<file path="src/rtl/nosignal_box_scheduler_if.sv">
// nosignal_box_scheduler_if: raster inputs and box overlay outputs of the no-signal scheduler.
//   p_tick, x, y, enable : raster position/strobe and screen-saver request (into scheduler)
//   box_x, box_y         : box top-left corner
//   box_color, box_en    : RGB444 colour and visibility
//   frame_tick           : one-cycle pulse after each frame strobe
//   bounce_count         : saturating bounce counter
interface nosignal_box_scheduler_if;
   logic        p_tick;
   logic [9:0]  x;
   logic [9:0]  y;
   logic        enable;
   logic [9:0]  box_x;
   logic [9:0]  box_y;
   logic [11:0] box_color;
   logic        box_en;
   logic        frame_tick;
   logic [7:0]  bounce_count;
   modport master (output p_tick, x, y, enable,
                   input box_x, box_y, box_color, box_en, frame_tick, bounce_count);
   modport slave (input p_tick, x, y, enable,
                  output box_x, box_y, box_color, box_en, frame_tick, bounce_count);
endinterface

</file>
<file path="src/rtl/nosignal_box_scheduler.sv">
// nosignal_box_scheduler: frame-rate sequencer for the "no signal" box (blank, hold at centre, bounce).
//   clk_100MHz, reset : system clock, synchronous active-high reset
//   bus (slave)       : raster inputs in, box position/colour/enable, frame_tick, bounce_count out
module nosignal_box_scheduler #(
   parameter int H_DISPLAY   = 640,
   parameter int V_DISPLAY   = 480,
   parameter int BOX_W       = 128,
   parameter int BOX_H       = 32,
   parameter int STEP        = 1,
   parameter int HOLD_FRAMES = 60
) (
   input logic                      clk_100MHz,
   input logic                      reset,
   nosignal_box_scheduler_if.slave  bus
);
   localparam logic [1:0]  BLANK  = 2'd0;
   localparam logic [1:0]  HOLD   = 2'd1;
   localparam logic [1:0]  BOUNCE = 2'd2;
   localparam logic [9:0]  CX     = 10'((H_DISPLAY - BOX_W) / 2);
   localparam logic [9:0]  CY     = 10'((V_DISPLAY - BOX_H) / 2);
   localparam logic [9:0]  XMAX   = 10'(H_DISPLAY - BOX_W);
   localparam logic [9:0]  YMAX   = 10'(V_DISPLAY - BOX_H);
   localparam logic [10:0] STP    = 11'(STEP);
   localparam logic [7:0]  HLAST  = 8'(HOLD_FRAMES - 1);
   localparam logic [11:0] PAL [8] = '{12'hF00, 12'h0F0, 12'h00F, 12'hFF0,
                                       12'h0FF, 12'hF0F, 12'hFFF, 12'hF80};
   logic [1:0]  r_state;
   logic [7:0]  r_hold;
   logic [9:0]  r_x;
   logic [9:0]  r_y;
   logic        r_dx;
   logic        r_dy;
   logic [2:0]  r_pal;
   logic [7:0]  r_bc;
   logic        r_ft;
   logic        w_fs;
   logic [10:0] w_nx;
   logic [10:0] w_ny;
   // One axis step; dir 0 = increasing. Result is {edge_hit, next_position}.
   // The 11-bit sum keeps the upper-edge test free of wrap-around.
   function automatic logic [10:0] step_axis(input logic [9:0] p, input logic d, input logic [9:0] m);
      logic [10:0] w_up;
      w_up = {1'b0, p} + STP;
      step_axis = (!d && w_up >= {1'b0, m}) ? {1'b1, m} :
                  (d && {1'b0, p} <= STP)   ? 11'h400 :
                  {1'b0, d ? p - STP[9:0] : w_up[9:0]};
   endfunction
   assign w_fs = bus.p_tick && bus.x == 10'd0 && bus.y == 10'(V_DISPLAY);
   assign w_nx = step_axis(r_x, r_dx, XMAX);
   assign w_ny = step_axis(r_y, r_dy, YMAX);
   // Dropping enable restores exactly the reset picture, so both share one branch.
   always_ff @(posedge clk_100MHz) begin
      if (reset || !bus.enable) begin
         r_state <= BLANK;
         r_hold  <= 8'd0;
         r_x     <= CX;
         r_y     <= CY;
         r_dx    <= 1'b0;
         r_dy    <= 1'b0;
         r_pal   <= 3'd0;
         r_bc    <= 8'd0;
      end else if (r_state == BLANK) begin
         r_state <= HOLD;
         r_hold  <= 8'd0;
      end else if (w_fs) begin
         if (r_state == HOLD) begin
            r_hold <= r_hold + 8'd1;
            if (r_hold == HLAST) begin
               r_state <= BOUNCE;
               r_bc    <= 8'd0;
            end
         end else begin
            r_x  <= w_nx[9:0];
            r_y  <= w_ny[9:0];
            r_dx <= r_dx ^ w_nx[10];
            r_dy <= r_dy ^ w_ny[10];
            // A corner hit counts as a single bounce.
            if (w_nx[10] || w_ny[10]) begin
               r_pal <= r_pal + 3'd1;
               r_bc  <= r_bc + {7'd0, r_bc != 8'hFF};
            end
         end
      end
      r_ft <= !reset && w_fs;
   end
   assign bus.box_x        = r_x;
   assign bus.box_y        = r_y;
   assign bus.box_color    = PAL[r_pal];
   assign bus.box_en       = r_state != BLANK;
   assign bus.frame_tick   = r_ft;
   assign bus.bounce_count = r_bc;
endmodule
</file>
<file path="src/flat_wrapper.sv">
// flat-port wrapper written by rule: the top's interface ports become plain ports
module nosignal_box_scheduler_flat 
#(
   parameter int H_DISPLAY   = 640,
   parameter int V_DISPLAY   = 480,
   parameter int BOX_W       = 128,
   parameter int BOX_H       = 32,
   parameter int STEP        = 1,
   parameter int HOLD_FRAMES = 60
)
  (clk_100MHz, reset, bus_p_tick, bus_x, bus_y, bus_enable, bus_box_x, bus_box_y, bus_box_color, bus_box_en, bus_frame_tick, bus_bounce_count);
  nosignal_box_scheduler_if bus_i ();
  input logic clk_100MHz;
  input logic reset;
  input wire logic [$bits(bus_i.p_tick)-1:0] bus_p_tick;
  input wire logic [$bits(bus_i.x)-1:0] bus_x;
  input wire logic [$bits(bus_i.y)-1:0] bus_y;
  input wire logic [$bits(bus_i.enable)-1:0] bus_enable;
  output wire logic [$bits(bus_i.box_x)-1:0] bus_box_x;
  output wire logic [$bits(bus_i.box_y)-1:0] bus_box_y;
  output wire logic [$bits(bus_i.box_color)-1:0] bus_box_color;
  output wire logic [$bits(bus_i.box_en)-1:0] bus_box_en;
  output wire logic [$bits(bus_i.frame_tick)-1:0] bus_frame_tick;
  output wire logic [$bits(bus_i.bounce_count)-1:0] bus_bounce_count;
  assign bus_i.p_tick = bus_p_tick;
  assign bus_i.x = bus_x;
  assign bus_i.y = bus_y;
  assign bus_i.enable = bus_enable;
  assign bus_box_x = bus_i.box_x;
  assign bus_box_y = bus_i.box_y;
  assign bus_box_color = bus_i.box_color;
  assign bus_box_en = bus_i.box_en;
  assign bus_frame_tick = bus_i.frame_tick;
  assign bus_bounce_count = bus_i.bounce_count;
  nosignal_box_scheduler #(.H_DISPLAY(H_DISPLAY), .V_DISPLAY(V_DISPLAY), .BOX_W(BOX_W), .BOX_H(BOX_H), .STEP(STEP), .HOLD_FRAMES(HOLD_FRAMES)) u_core (.clk_100MHz(clk_100MHz), .reset(reset), .bus(bus_i));
endmodule
</file>
<file path="config.mk">
export PLATFORM = sky130hd
export DESIGN_NAME = nosignal_box_scheduler_flat
export DESIGN_NICKNAME = d
export VERILOG_FILES = /design/src/rtl/nosignal_box_scheduler_if.sv /design/src/rtl/nosignal_box_scheduler.sv /design/src/flat_wrapper.sv
export SDC_FILE = /design/constraint.sdc
export NUM_CORES = 1
export LEC_CHECK = 0
export ABC_AREA = 1
export CORE_MARGIN = 4
export CORE_UTILIZATION = 35
export CTS_BUF_LIST = sky130_fd_sc_hd__clkbuf_2
export DETAILED_ROUTE_END_ITERATION = 10
export PLACE_DENSITY = 0.55
export SETUP_SLACK_MARGIN = 0.02
export SKIP_LAST_GASP = 1
export SYNTH_ARGS = -nofsm -noshare
export SYNTH_HDL_FRONTEND = slang
export SYNTH_SLANG_ARGS = --single-unit
</file>
<file path="constraint.sdc">
create_clock -name clk_100MHz -period 4.9 [get_ports clk_100MHz]
set_clock_uncertainty 0.05 [all_clocks]
set_input_delay 0.49 -clock clk_100MHz [delete_from_list [all_inputs] [get_ports clk_100MHz]]
set_output_delay 0.49 -clock clk_100MHz [all_outputs]
set_load 0.03 [all_outputs]
</file>
Word-level counts from Yosys, hierarchy flattened --
Memories as Yosys holds them, arrays and structs flattened. Index checks and enable logic that the tools add are counted.
Word-level totals: RAM bits 0, bits in read-only memories 96, register bits after elaboration 44, bits in latches 0, memories 1
Cells by class: muxes and demuxes 15, divide/modulo/power cells 0, $add $sub $neg 7, eq/ne operators 5, reduce and logical (&&, ||, !) cells 27, bitwise gates (word level) 5, magnitude comparators 5, shifts and indexed selects 0, multipliers 0
Memories:
- (no name shown) | depth 8, bits a word 12, rd ports 1, clocked after memory_dff 0, wr ports 0, line nosignal_box_scheduler.sv:88 | assign bus.box_color = PAL[r_pal];
Operators by type and width (count):
- two-way mux 11 bit | 4
- two-way mux 12 bit | 2
- two-way mux 8 bit | 3
- adder 10 x 1 -> 11 bit, second input constant | 2
- less-or-equal comparator 10 x 1 -> 1 bit, second input constant | 2
- two-way mux 10 bit | 2
- subtractor 10 x 1 -> 10 bit, second input constant | 2
- greater-or-equal comparator 11 x 10 -> 1 bit, second input constant | 1
- greater-or-equal comparator 11 x 9 -> 1 bit, second input constant | 1
- == test 10 x 9 -> 1 bit, second input constant | 1
- zero test 10 bit | 1
- nonzero test 2 bit | 5
- AND reduction 3 bit | 3
- adder 8 x 1 -> 8 bit | 1
- adder 8 x 1 -> 8 bit, second input constant | 1
- == test 8 x 6 -> 1 bit, second input constant | 1
- != test 8 bit, second input constant | 1
- AND reduction 4 bit | 2
- logical AND 1 bit | 7
- greater-or-equal comparator 4 bit, second input constant | 1
- zero test 1 bit | 4
- two-way mux 1 bit | 4
- NOT 3 -> 4 bit | 1
- adder 3 x 1 -> 3 bit, second input constant | 1
- 8 further kinds | 11

Logic depth before layout (Yosys ltp) --
Gate-level depths: netlist (run 1).
depth after elaboration 7, mapped depth 15, gate-level depth less buffers 13

Least setup slack after synthesis (run 1) --
Ideal clock, no wire load.
path type register -> output, start point register u_core.r_pal[0], end point output port bus_box_color[10], arrival 1646 ps, required time 4360 ps, stages on the path, launching flop included 5, setup slack 2714 ps, cell sequence dfxtp_1 inv_1 ha_1 mux2i_1 buf_4
Between the ends: cells in the longest elaborated chain, start to end 4
Ends and longest elaborated chain:
- start: declaration | line nosignal_box_scheduler.sv:33 | logic [2:0] r_pal;
- start signal: assignment | line nosignal_box_scheduler.sv:79 | r_pal <= r_pal + 3'd1;
- NOT 3 -> 4 bit (not written as such) | line nosignal_box_scheduler.sv:88
- memory read (8 x 12 bit)
- two-way mux 12 bit (not written as such) (2 in series) | line nosignal_box_scheduler.sv:88
- end: declaration | line flat_wrapper.sv:21 | output wire logic [$bits(bus_i.box_color)-1:0] bus_box_color;
Every way passes these cells. The select of a mux whose other input is x is not followed.

Worst setup path in the final report (run 1) --
Ends and elaborated chain as after synthesis.

==> results of run 1 <==
==> path summary, 6_finish.rpt <==
path | slack [ns] | endpoint
worst min-delay path | 0.41 | u_core.r_hold[4]
worst max-delay path | 2.12 | bus_box_color[10]
worst max register to register | 2.60 | u_core.r_hold[4]
worst min register to register | 0.41 | u_core.r_hold[4]
==> cells by family (layout without fill, tap and decap cells) <==
family / Yosys count / count (layout)
and+or+nand+nor: 277 / 277
buffers and inverters: 92 / 146
adders and majority gates: 12 / 12
AOI/OAI and AO/OA: 61 / 61
DFF: 44 / 44
xor gates and xnor gates: 20 / 20
muxes: 1 / 1
==> final cells by class <==
cell class / instances / share of cell area [%]
multi-input combinational: 371 / 50.0
clock inverter: 2 / 0.284
timing repair buffer: 66 / 16.6
clock buffer: 6 / 0.756
inverter: 72 / 6.81
sequential: 44 / 22.2
tap: 108 / 3.40
==> power by group <==
part,total (mW),switching (mW),internal (mW)
sequential,0.360,0.000202,0.359
clock,0.159,0.123,0.0356
combinational,0.0438,0.0215,0.0223
total,0.562,0.145,0.417
==> state kept, by name, indices dropped and copies added, names as in the netlist <==
register,cells
u_core.r_pal,3
u_core.r_dx,1
u_core.bus.box_x,10
u_core.bus.frame_tick,1
u_core.r_state,2
u_core.r_hold,8
u_core.bus.bounce_count,8
u_core.r_dy,1
u_core.bus.box_y,10
==> cells in the mapped netlist (all sizes together) <==
cell type / n
nand2: 112
inv: 72
nor2: 71
nand3: 54
dfxtp: 44
a21oi: 28
o21ai: 18
xor2: 18
nand4: 17
buf: 14
ha: 12
nor3: 11
nor4: 9
clkbuf: 6
o211ai: 6
o31ai: 4
or2: 2
xnor2: 2
a31oi: 1
a41oi: 1
mux2i: 1
nor3b: 1
o2111ai: 1
o21a: 1
o21bai: 1
==> worst max-delay path, delay by kind of cell (launching register included) <==
kind                     cells  cell delay (ns)
multiplexers                 1             0.25
flip-flops                   1             0.47
buffers and inverters        2             0.83
adder cells (fa/ha/maj)      1             0.31
==> stage by stage <==
step / cell area (sq um) / utilization (%)
detailed placement: 3930 / 44.2
finish: 3970 / 44.7
CTS: 3970 / 44.7
floorplan: 3260 / -
global placement: 3930 / 44.2
global route: 3970 / 44.7
==> per-layer routing <==
layer / routed length [microns] / GRT usage [%] / share of wire, %
met5: 0 / 0 / 0
met4: 43 / 2.94 / 0.51
met3: 311 / 2.84 / 3.7
met2: 4050 / 27.1 / 48
met1: 3990 / 20.8 / 47
==> results.tsv, run 1 <==
stage	metric	value	unit
drt	number of remaining DRC errors	0	
critical_path	R2R cell count	5	
critical_path	capturing element type of the critical path	output pin	
outcome	result of the run	complete, no violations	
critical_path	CP Max Fanout	6	
placement	I/O Buffers	65	
clocking	clock tree from TritonCTS	yes	
drt	drt first-iter violations	85	
clocking	number of buffers created by CTS	5	
synthesis	mux cell area share after synthesis	0.307	%
cells_and_area	antenna fix cells	0	
synthesis	simple-gate portion of the synthesized area	40.0	%
synthesis	Distinct cells, synth	38	
cells_and_area	net count of the finished layout	596	
floorplanning	Total Die Area	10900	sq um
floorplanning	area of the core region	8890	sq um
critical_path	r2r startpoint	u_core.r_state[1]	
synthesis	area share of xor/xnor cells in the synthesized design	5.37	%
sta	clock period minus final worst setup slack	2.78	ns
global_routing	gr ovfl total	0	
synthesis	combined area of all synthesized cells	3260	sq um
drt	routed len/inst	12.5	microns
power_and_ir_drop	power density over the cells	142	nW/um^2
floorplanning	total number of placement rows	34	
synthesis	post-synthesis average cell area	6.44	sq um
power_and_ir_drop	reported leakage power	1.66	nW
cells_and_area	most frequent cells in the layout	sky130_fd_sc_hd__nand2_1 (103), sky130_fd_sc_hd__inv_1 (72), sky130_fd_sc_hd__nor2_1 (66), sky130_fd_sc_hd__clkdlybuf4s50_1 (65), sky130_fd_sc_hd__nand3_1 (52)	
drt	via count	3321	
worst_hold_path	worst min-delay path startpoint	u_core.r_hold[4]	
clocking	H-Tree Level Count	2	
synthesis	fraction of the mapped netlist area in compound gates	10.5	%
clocking	clock edge transition at the registers on the reported setup and hold paths	0.23	ns
critical_path	critical setup path kind	flop to output pin	
global_routing	first-pass GRT wire length	14800	microns
drt	DR pass1 iterations	5	
critical_path	Critical path origin	u_core.r_pal[0]	
cells_and_area	leading cell type in the layout, fill and taps excluded	sky130_fd_sc_hd__nand2_1	
sta	number of max-slew violations in the final report	0	
cells_and_area	filler cell count	970	
critical_path	highest cell delay on the worst timing path	0.73	ns
clocking	worst skew pair latency	0.40	ns
synthesis	adder-cell share of the synthesized area	4.60	%
critical_path	critical path cell sequence	inv_1 > ha_1 > mux2i_1 > clkdlybuf4s50_1	
global_routing	maximum number of pins on one net before global-route repair	18	
critical_path	data arrival at the endpoint of the critical path	2.24	ns
cells_and_area	proportion of layout cells with a drive suffix above 1	5.35	%
flow_run	MaxCap Viol Count	0	
drt	Routed Antenna Nets	0	
floorplanning	die width	105	microns
synthesis	post-synthesis net count	543	
synthesis	Yosys warnings	0	
cells_and_area	area taken by multi-input logic gates	1980	sq um
sta	RSZ-0062 raised after global routing	no	
clocking	number of buffers added to fix hold violations after cts	0	
drt	final routed wirelength across all metal layers	8390	microns
sta	worst hold-check slack	0.414	ns
synthesis	part of the Yosys area used for sequential elements	27.0	%
placement	hpwl dp	6430	microns
clocking	setup fix buffers added after clock tree synthesis	0	
cells_and_area	Syn-to-layout area delta	21.7	%
placement	cell total after placement	661	
critical_path	cell with the biggest individual delay on the critical path	sky130_fd_sc_hd__clkdlybuf4s50_1	
sta	Final TNS setup	0	ns
sta	slew at the pin closest to its max-slew limit	0.979	ns
sta	number of failing hold endpoints at the final stage	0	
clocking	clock buffer depth	2	
global_routing	number of global-route vias before repair	3176	
worst_hold_path	number of cells traversed by the worst hold path	2	
clocking	number of clock sinks	44	
sta	relative max-transition margin	34.5	%
sta	final worst-path cycle share	56.7	%
placement	GP Congestion	0.841	
floorplanning	die extent in y	105	microns
global_routing	antenna violations before repair	0	
placement	minimum setup slack after placement	1.90	ns
power_and_ir_drop	total power consumption of the routed design	562	uW
critical_path	category of the worst setup path launch point	flop	
floorplanning	Starting Density	36.7	%
drt	Via-to-Cell Ratio	4.96	
clocking	number of instances resized during post-cts repair	0	
cells_and_area	flip-flop and latch area	881	sq um
floorplanning	io pins	66	
worst_hold_path	Hold Path Class	flop to flop	
sta	maximum clock frequency	360	MHz
cells_and_area	non-filler instance count after layout	669	
clocking	root cell of the clock tree	sky130_fd_sc_hd__clkbuf_2	
synthesis	number of standard cells after synthesis	507	
synthesis	cell type with the highest aggregate area in the netlist	sky130_fd_sc_hd__dfxtp_1	
synthesis	top cells by area in the synthesized netlist	sky130_fd_sc_hd__dfxtp_1 (27%), sky130_fd_sc_hd__nand2_1 (12%), sky130_fd_sc_hd__inv_1 (8.3%)	
synthesis	area fraction of the dominant cell type after synthesis	27.0	%
critical_path	worst endpoint required time	4.36	ns
sta	smallest setup slack after layout	2.12	ns
sta	final setup violation count	0	
global_routing	total routing resource utilization after global routing	15.7	%
power_and_ir_drop	maximum VDD drop	0.0863	mV
synthesis	Seq cells post-synth	44	
synthesis	dominant combinational cell family by area after synthesis	simple AND/OR/NAND/NOR gates	
(Power assumes the default switching activity.)
==> run 2: changes to the inputs <==
--- a/config.mk
+++ b/config.mk
@@ -10,7 +10,7 @@
 export CORE_UTILIZATION = 35
 export CTS_BUF_LIST = sky130_fd_sc_hd__clkbuf_2
 export DETAILED_ROUTE_END_ITERATION = 10
-export PLACE_DENSITY = 0.55
+export PLACE_DENSITY = 0.57
 export SETUP_SLACK_MARGIN = 0.02
 export SKIP_LAST_GASP = 1
 export SYNTH_ARGS = -nofsm -noshare
==> constraint.sdc (replaced) <==
create_clock -name clk_100MHz -period 2.3 [get_ports clk_100MHz]
set_clock_uncertainty 0.05 [all_clocks]
set_input_delay 0.23 -clock clk_100MHz [delete_from_list [all_inputs] [get_ports clk_100MHz]]
set_output_delay 0.23 -clock clk_100MHz [all_outputs]
set_load 0.03 [all_outputs]
==> run 2 against run 1 <==
  * Critical path depth up 9
  * Global-route usage down 0.39 points
  * Via count up 2.5%
  * Sequential share of layout area down 0.32 points
  * Setup slack worse by 1.9 ns
  * Clock power up 110%
==> results.tsv, run 2 (synthesis gave the netlist of run 1 again) <==
stage	metric	value	unit	change
cells_and_area	flip-flop and latch area	886	sq um	was 881 sq um
global_routing	number of global-route vias before repair	3165		was 3176
clocking	number of clock sinks	44		unchanged
clocking	clock edge transition at the registers on the reported setup and hold paths	0.24	ns	was 0.23 ns
critical_path	highest cell delay on the worst timing path	0.42	ns	was 0.73 ns
cells_and_area	proportion of layout cells with a drive suffix above 1	8.55	%	was 5.35%
flow_run	MaxCap Viol Count	0		unchanged
outcome	result of the run	complete, no violations		unchanged
drt	final routed wirelength across all metal layers	8410	microns	was 8390 microns
floorplanning	total number of placement rows	34		unchanged
drt	DR pass1 iterations	4		was 5
sta	Final TNS setup	0	ns	unchanged
floorplanning	io pins	66		unchanged
sta	slew at the pin closest to its max-slew limit	0.619	ns	was 0.979 ns
critical_path	Reg2Reg Capture Point	u_core.bus.bounce_count[5]		was u_core.r_hold[4]
critical_path	worst endpoint required time	2.58	ns	was 4.36 ns
critical_path	most used cell, CP	sky130_fd_sc_hd__nand2_1		
floorplanning	area of the core region	8890	sq um	unchanged
cells_and_area	Syn-to-layout area delta	24.1	%	was 21.7%
drt	drt first-iter violations	121		was 85
cells_and_area	finished layout cell area	4050	sq um	was 3970 sq um
placement	hpwl dp	6610	microns	was 6430 microns
sta	final setup violation count	0		unchanged
cells_and_area	antenna fix cells	0		unchanged
critical_path	family with the most delay on the worst path	simple AND/OR/NAND/NOR gates		was buffers and inverters
placement	DP Area	4020	sq um	was 3930 sq um
placement	I/O Buffers	65		unchanged
cells_and_area	net count of the finished layout	608		was 596
critical_path	capturing element type of the critical path	flop		was output pin
global_routing	met2 GRT Util	26.2	%	was 27.1%
placement	minimum setup slack after placement	0.0615	ns	was 1.90 ns
sta	clock period minus final worst setup slack	2.06	ns	
drt	Routed Antenna Nets	0		unchanged
critical_path	setup slack of the most critical reg-to-reg path	0.24	ns	was 2.60 ns
global_routing	fraction of met1 tracks used by global routing	20.7	%	was 20.8%
cells_and_area	leading cell type in the layout, fill and taps excluded	sky130_fd_sc_hd__nand2_1		unchanged
worst_hold_path	Hold Path Class	input pin to flop		was flop to flop
global_routing	most heavily used metal layer in global routing	met2		unchanged
critical_path	critical setup path kind	flop to flop		was flop to output pin
sta	number of failing hold endpoints at the final stage	0		unchanged
sta	smallest setup slack after layout	0.240	ns	was 2.12 ns
cells_and_area	filler cell count	923		was 970
drt	routed len/inst	12.3	microns	was 12.5 microns
critical_path	category of the worst setup path launch point	flop		unchanged
sta	RSZ-0062 raised after global routing	no		unchanged
global_routing	gr ovfl total	0		unchanged
clocking	clock tree from TritonCTS	yes		unchanged
power_and_ir_drop	power density over the cells	296	nW/um^2	was 142 nW/um^2
global_routing	first-pass GRT wire length	14500	microns	was 14800 microns
worst_hold_path	worst min-delay path startpoint	reset		was u_core.r_hold[4]
critical_path	data arrival at the endpoint of the critical path	2.34	ns	was 2.24 ns
critical_path	CP Max Fanout	16		was 6
clocking	number of buffers created by CTS	5		unchanged
drt	number of remaining DRC errors	0		unchanged
floorplanning	Total Die Area	10900	sq um	unchanged
clocking	setup fix buffers added after clock tree synthesis	0		unchanged
global_routing	total routing resource utilization after global routing	15.3	%	was 15.7%
worst_hold_path	worst min-delay path endpoint	u_core.bus.frame_tick		was u_core.r_hold[4]
cells_and_area	most frequent cells in the layout	sky130_fd_sc_hd__nand2_1 (103), sky130_fd_sc_hd__inv_1 (72), sky130_fd_sc_hd__nor2_1 (66), sky130_fd_sc_hd__clkdlybuf4s50_1 (56), sky130_fd_sc_hd__nand3_1 (52)		was sky130_fd_sc_hd__nand2_1 (103), sky130_fd_sc_hd__inv_1 (72), sky130_fd_sc_hd__nor2_1 (66), sky130_fd_sc_hd__clkdlybuf4s50_1 (65), sky130_fd_sc_hd__nand3_1 (52)
sta	final worst-path cycle share	89.6	%	
global_routing	maximum number of pins on one net before global-route repair	17		was 18
floorplanning	die extent in y	105	microns	unchanged
sta	maximum clock frequency	485	MHz	
critical_path	cell with the biggest individual delay on the critical path	sky130_fd_sc_hd__dfxtp_4		was sky130_fd_sc_hd__clkdlybuf4s50_1
critical_path	r2r startpoint	u_core.bus.box_y[1]		was u_core.r_state[1]
critical_path	R2R cell count	13		was 5
floorplanning	Starting Density	36.7	%	unchanged
global_routing	antenna violations before repair	0		unchanged
clocking	worst skew pair latency	0.40	ns	about the same
clocking	root cell of the clock tree	sky130_fd_sc_hd__clkbuf_2		unchanged
sta	relative max-transition margin	58.3	%	was 34.5%
placement	GP Congestion	0.884		was 0.841
global_routing	met3 GRT Util	2.59	%	was 2.84%
worst_hold_path	number of cells traversed by the worst hold path	2		unchanged
sta	number of max-slew violations in the final report	0		unchanged
cells_and_area	area taken by multi-input logic gates	1990	sq um	was 1980 sq um
floorplanning	die width	105	microns	unchanged
drt	via count	3405		was 3321
drt	Via-to-Cell Ratio	5.00		was 4.96
critical_path	critical path cell sequence	ha_1 > nand2_1 > inv_1 > nand3_1 > nand3_1 > nand2_1 > nand2_2 > nand2_2 > nand4_4 > nand2_4 > nand2_1 > nand2_1 > nor2_1		was inv_1 > ha_1 > mux2i_1 > clkdlybuf4s50_1
critical_path	CP Buf/Inv Count	1		was 2
clocking	H-Tree Level Count	2		unchanged
clocking	clock buffer depth	2		unchanged
power_and_ir_drop	reported leakage power	1.78	nW	was 1.66 nW
power_and_ir_drop	maximum VDD drop	0.254	mV	was 0.0863 mV
run 2: changes by cell type in the layout (fill, tap and decap cells not counted), moves of 2 or more:
| cell | previous run | this run |
|---|---|---|
| sky130_fd_sc_hd__dfxtp_1 | 44 | 42 |
| sky130_fd_sc_hd__clkbuf_2 | 6 | 10 |
| sky130_fd_sc_hd__dlymetal6s2s_1 | 0 | 2 |
| sky130_fd_sc_hd__dlygate4sd2_1 | 0 | 3 |
| sky130_fd_sc_hd__buf_4 | 1 | 13 |
| sky130_fd_sc_hd__clkdlybuf4s50_1 | 65 | 56 |
run 2: worst reg2reg max path: cells and delay by family (launching register included):
kind / cells / cell delay, ns
buffers and inverters: 1 / 0.09
DFF: 1 / 0.42
and+or+nand+nor: 11 / 1.24
adders and majority gates: 1 / 0.19
run 2: through the flow:
stage | hold slack, ns | instances | total power, mW | util, %
final | 0.334 | 681 | 1.20 | 45.6
after global routing | 0.300 | 681 | 1.26 | 45.6
after CTS | 0.295 | 681 | 1.22 | 45.6
after detailed placement | 0.389 | 673 | 0.876 | 45.2
after global placement | 0.385 | 673 | 0.876 | 45.2
after floorplan | 0.252 | 507 | 0.817 | -
run 2: where the power goes:
group	internal (mW)	switching, mW	leakage (nW)
logic	0.0486	0.0462	1.40
registers	0.764	0.000483	0.356
clock network	0.0760	0.262	0.0266
run 2: timing repair:
item	in CTS	in global routing
gates resized for setup	7	14
endpoints found under the setup margin	8	17
hold buffers	0	0
run 2: how the worst max path moves through the flow:
stage	from	endpoint	slack (ns)	cells past startpoint
after floorplan	u_core.bus.box_y[0]	u_core.bus.bounce_count[4]	0.17	11
after global placement	bus_x[1]	u_core.bus.box_x[6]	0.09	8
after detailed placement	bus_y[6]	u_core.bus.box_y[7]	0.06	7
after CTS	u_core.r_pal[0]	bus_box_color[11]	0.03	4
after global routing	u_core.bus.box_y[5]	u_core.bus.bounce_count[1]	0.05	12
final	u_core.bus.box_y[1]	u_core.bus.bounce_count[5]	0.24	13
run 2: area by class of cell:
class / instances / share of cell area, %
inverter: 72 / 6.67
clock buffer: 6 / 0.741
sequential: 44 / 21.9
tap: 108 / 3.34
timing repair buffer: 78 / 18.0
multi-input combinational: 371 / 49.1
clock inverter: 2 / 0.278
run 2: layer usage:
metal	part of all wire, %	up-vias
li1	-	1778
met1	49	1563
met2	47	62
met3	3.8	2
met4	0.39	0
met5	0	-
==> run 3: changes to the inputs <==
--- a/config.mk
+++ b/config.mk
@@ -6,11 +6,11 @@
 export NUM_CORES = 1
 export LEC_CHECK = 0
 export ABC_AREA = 1
-export CORE_MARGIN = 4
-export CORE_UTILIZATION = 35
+export CORE_MARGIN = 2
+export CORE_UTILIZATION = 30
 export CTS_BUF_LIST = sky130_fd_sc_hd__clkbuf_2
 export DETAILED_ROUTE_END_ITERATION = 10
-export PLACE_DENSITY = 0.57
+export PLACE_DENSITY = 0.5
 export SETUP_SLACK_MARGIN = 0.02
 export SKIP_LAST_GASP = 1
 export SYNTH_ARGS = -nofsm -noshare
==> run 3 against run 2 <==
  * Cell count increased by 5.0%
  * Maximum frequency shrank 0.23%
  * Clock power barely moved
  * Sequential share of layout area fell by 0.30 points
  * Setup slack worse by 0.0048 ns
  * Count of clock-buffer cells in the layout rose by 1
  * Power rose by 0.39%
  * Critical path depth shrank 10
  * Sequential power is essentially flat
  * Die area rose by 7.3%
  * Critical path type is now flop to output pin
  * Largest cell class unchanged
==> results.tsv, run 3 (synthesis gave the netlist of run 1 again) <==
stage	metric	value	unit	change
power_and_ir_drop	reported leakage power	1.82	nW	was 1.78 nW
clocking	clock buffer depth	2		unchanged
floorplanning	die width	108	microns	was 105 microns
clocking	root cell of the clock tree	sky130_fd_sc_hd__clkbuf_2		unchanged
sta	worst hold-check slack	0.360	ns	was 0.334 ns
clocking	worst skew pair latency	0.41	ns	was 0.40 ns
placement	cell total after placement	707		was 673
clocking	number of buffers created by CTS	5		unchanged
floorplanning	die extent in y	108	microns	was 105 microns
sta	final worst-path cycle share	89.8	%	was 89.6%
sta	RSZ-0062 raised after global routing	no		unchanged
power_and_ir_drop	part of the power in the clock network	28.2	%	about the same
floorplanning	io pins	66		unchanged
drt	DR pass1 iterations	4		unchanged
global_routing	number of global-route vias before repair	3120		was 3165
critical_path	data arrival at the endpoint of the critical path	1.78	ns	was 2.34 ns
critical_path	critical setup path kind	flop to output pin		was flop to flop
worst_hold_path	worst min-delay path startpoint	reset		unchanged
drt	final routed wirelength across all metal layers	8720	microns	was 8410 microns
clocking	clock tree from TritonCTS	yes		unchanged
power_and_ir_drop	portion of total power attributed to sequential cells	63.7	%	was 63.9%
clocking	clock edge transition at the registers on the reported setup and hold paths	0.21	ns	was 0.24 ns
floorplanning	Total Die Area	11700	sq um	was 10900 sq um
global_routing	antenna violations before repair	0		unchanged
critical_path	R2R cell count	10		was 13
cells_and_area	leading cell type in the layout, fill and taps excluded	sky130_fd_sc_hd__nand2_1		unchanged
cells_and_area	net count of the finished layout	610		was 608
critical_path	CP Buf/Inv Count	2		was 1
power_and_ir_drop	Comb power frac	8.1	%	was 7.9%
power_and_ir_drop	NetSw	306	uW	was 309 uW
global_routing	gr ovfl total	0		unchanged
critical_path	CP Max Fanout	8		was 16
critical_path	r2r startpoint	u_core.bus.box_y[0]		was u_core.bus.box_y[1]
sta	relative max-transition margin	62.7	%	was 58.3%
cells_and_area	Syn-to-layout area delta	25.8	%	was 24.1%
critical_path	critical path cell sequence	nor2_1 > inv_1 > clkdlybuf4s50_1		was ha_1 > nand2_1 > inv_1 > nand3_1 > nand3_1 > nand2_1 > nand2_2 > nand2_2 > nand4_4 > nand2_4 > nand2_1 > nand2_1 > nor2_1
sta	Final TNS setup	0	ns	unchanged
critical_path	category of the worst setup path launch point	flop		unchanged
sta	maximum clock frequency	484	MHz	was 485 MHz
global_routing	total routing resource utilization after global routing	15.2	%	was 15.3%
power_and_ir_drop	Net Sw Frac	25.4	%	was 25.8%
power_and_ir_drop	Power Internal	896	uW	was 889 uW
sta	number of failing hold endpoints at the final stage	0		unchanged
clocking	number of buffers added to fix hold violations after cts	0		unchanged
global_routing	first-pass GRT wire length	14600	microns	was 14500 microns
flow_run	MaxCap Viol Count	0		unchanged
sta	slew at the pin closest to its max-slew limit	0.554	ns	was 0.619 ns
sta	smallest setup slack after layout	0.235	ns	was 0.240 ns
floorplanning	total number of placement rows	38		was 34
power_and_ir_drop	maximum VDD drop	0.209	mV	was 0.254 mV
worst_hold_path	number of cells traversed by the worst hold path	2		unchanged
drt	via count	3394		was 3405
cells_and_area	proportion of layout cells with a drive suffix above 1	9.04	%	was 8.55%
drt	Via-to-Cell Ratio	4.75		was 5.00
sta	number of max-slew violations in the final report	0		unchanged
outcome	result of the run	complete, no violations		unchanged
worst_hold_path	Hold Path Class	input pin to flop		unchanged
placement	hpwl dp	6790	microns	was 6610 microns
floorplanning	Starting Density	30.4	%	was 36.7%
critical_path	cell with the biggest individual delay on the critical path	sky130_fd_sc_hd__clkdlybuf4s50_1		was sky130_fd_sc_hd__dfxtp_4
power_and_ir_drop	power density over the cells	293	nW/um^2	was 296 nW/um^2
drt	Routed Antenna Nets	0		unchanged
cells_and_area	non-filler instance count after layout	715		was 681
critical_path	capturing element type of the critical path	output pin		was flop
critical_path	setup slack of the most critical reg-to-reg path	0.27	ns	was 0.24 ns
cells_and_area	antenna fix cells	0		unchanged
critical_path	worst endpoint required time	2.02	ns	was 2.58 ns
placement	I/O Buffers	65		unchanged
global_routing	maximum number of pins on one net before global-route repair	17		unchanged
drt	drt first-iter violations	132		was 121
sta	clock period minus final worst setup slack	2.06	ns	about the same
drt	routed len/inst	12.2	microns	was 12.3 microns
worst_hold_path	worst min-delay path endpoint	u_core.bus.frame_tick		unchanged
sta	final setup violation count	0		unchanged
clocking	setup fix buffers added after clock tree synthesis	0		unchanged
floorplanning	area of the core region	10700	sq um	was 8890 sq um
critical_path	highest cell delay on the worst timing path	0.69	ns	was 0.42 ns
placement	minimum setup slack after placement	0.0372	ns	was 0.0615 ns
drt	number of remaining DRC errors	0		unchanged
clocking	H-Tree Level Count	2		unchanged
cells_and_area	most frequent cells in the layout	sky130_fd_sc_hd__nand2_1 (103), sky130_fd_sc_hd__inv_1 (72), sky130_fd_sc_hd__nor2_1 (66), sky130_fd_sc_hd__clkdlybuf4s50_1 (56), sky130_fd_sc_hd__nand3_1 (52)		unchanged
critical_path	Reg2Reg Capture Point	u_core.bus.bounce_count[7]		was u_core.bus.bounce_count[5]
critical_path	family with the most delay on the worst path	buffers and inverters		was simple AND/OR/NAND/NOR gates
clocking	number of clock sinks	44		unchanged
placement	GP Congestion	0.906		was 0.884
run 3: cell types whose count changed in the layout (fill, tap and decap cells not counted), sizes merged:
cell and delta:
dlymetal6s2s +2, clkinvlp -1, dlygate4sd2 -2, clkbuf +1
buf +2
run 3: worst reg2reg max path: cells and delay by family, from the launching register on:
kind | cells | cell delay (ns)
compound gates | 1 | 0.30
fa+ha+maj | 1 | 0.28
simple gates | 6 | 0.59
flops | 1 | 0.44
buf+inv | 2 | 0.30
run 3: power by group through the flow:
stage	sequential, mW	clock, mW	combinational (mW)
6_report	0.766	0.339	0.0975
3_5_place_dp	0.780	0	0.0979
2_1_floorplan	0.780	0	0.0364
4_1_cts	0.766	0.364	0.0982
5_1_grt	0.767	0.394	0.106
3_3_place_gp	0.780	0	0.0977
run 3: cell type report:
class,count,area [sq um]
Tap cell,140,175
Clock buffer,7,35.0
Fill cell,1190,6640
Sequential cell,44,886
Clock inverter,1,3.75
Multi-Input combinational cell,371,1980
Timing Repair Buffer,80,752
Inverter,72,270
run 3: per-stage QoR:
stage | total power [mW] | util (%) | cell area (sq um)
floorplan | 0.817 | - | 3260
global placement | 0.878 | 37.9 | 4070
detailed placement | 0.878 | 37.9 | 4070
CTS | 1.23 | 38.2 | 4110
global route | 1.27 | 38.2 | 4110
finish | 1.20 | 38.2 | 4110
run 3: how the worst max path moves through the flow:
stage | slack (ns) | cells after the start | end | from
after floorplan | 0.17 | 11 | u_core.bus.bounce_count[4] | u_core.bus.box_y[0]
after global placement | 0.12 | 8 | u_core.bus.box_x[7] | bus_p_tick
after detailed placement | 0.04 | 8 | u_core.bus.box_x[2] | bus_x[1]
after CTS | 0.01 | 4 | bus_box_color[9] | u_core.r_pal[0]
after global routing | 0.06 | 13 | u_core.bus.bounce_count[7] | u_core.bus.box_y[1]
final | 0.24 | 3 | bus_box_en | u_core.r_state[1]
run 3: routing by layer:
| metal | track usage, % | up-vias | part of all wire (%) |
|---|---|---|---|
| met1 | 21.2 | 1540 | 48 |
| li1 | - | 1778 | - |
| met3 | 2.29 | 2 | 4.0 |
| met5 | 0 | - | 0 |
| met2 | 25.3 | 74 | 48 |
| met4 | 2.66 | 0 | 0.19 |
run 3: timing repair:
action / in CTS / in global routing
endpoints found under the setup margin: 7 / 15
resized for setup: 5 / 16
cloned: 0 / 0
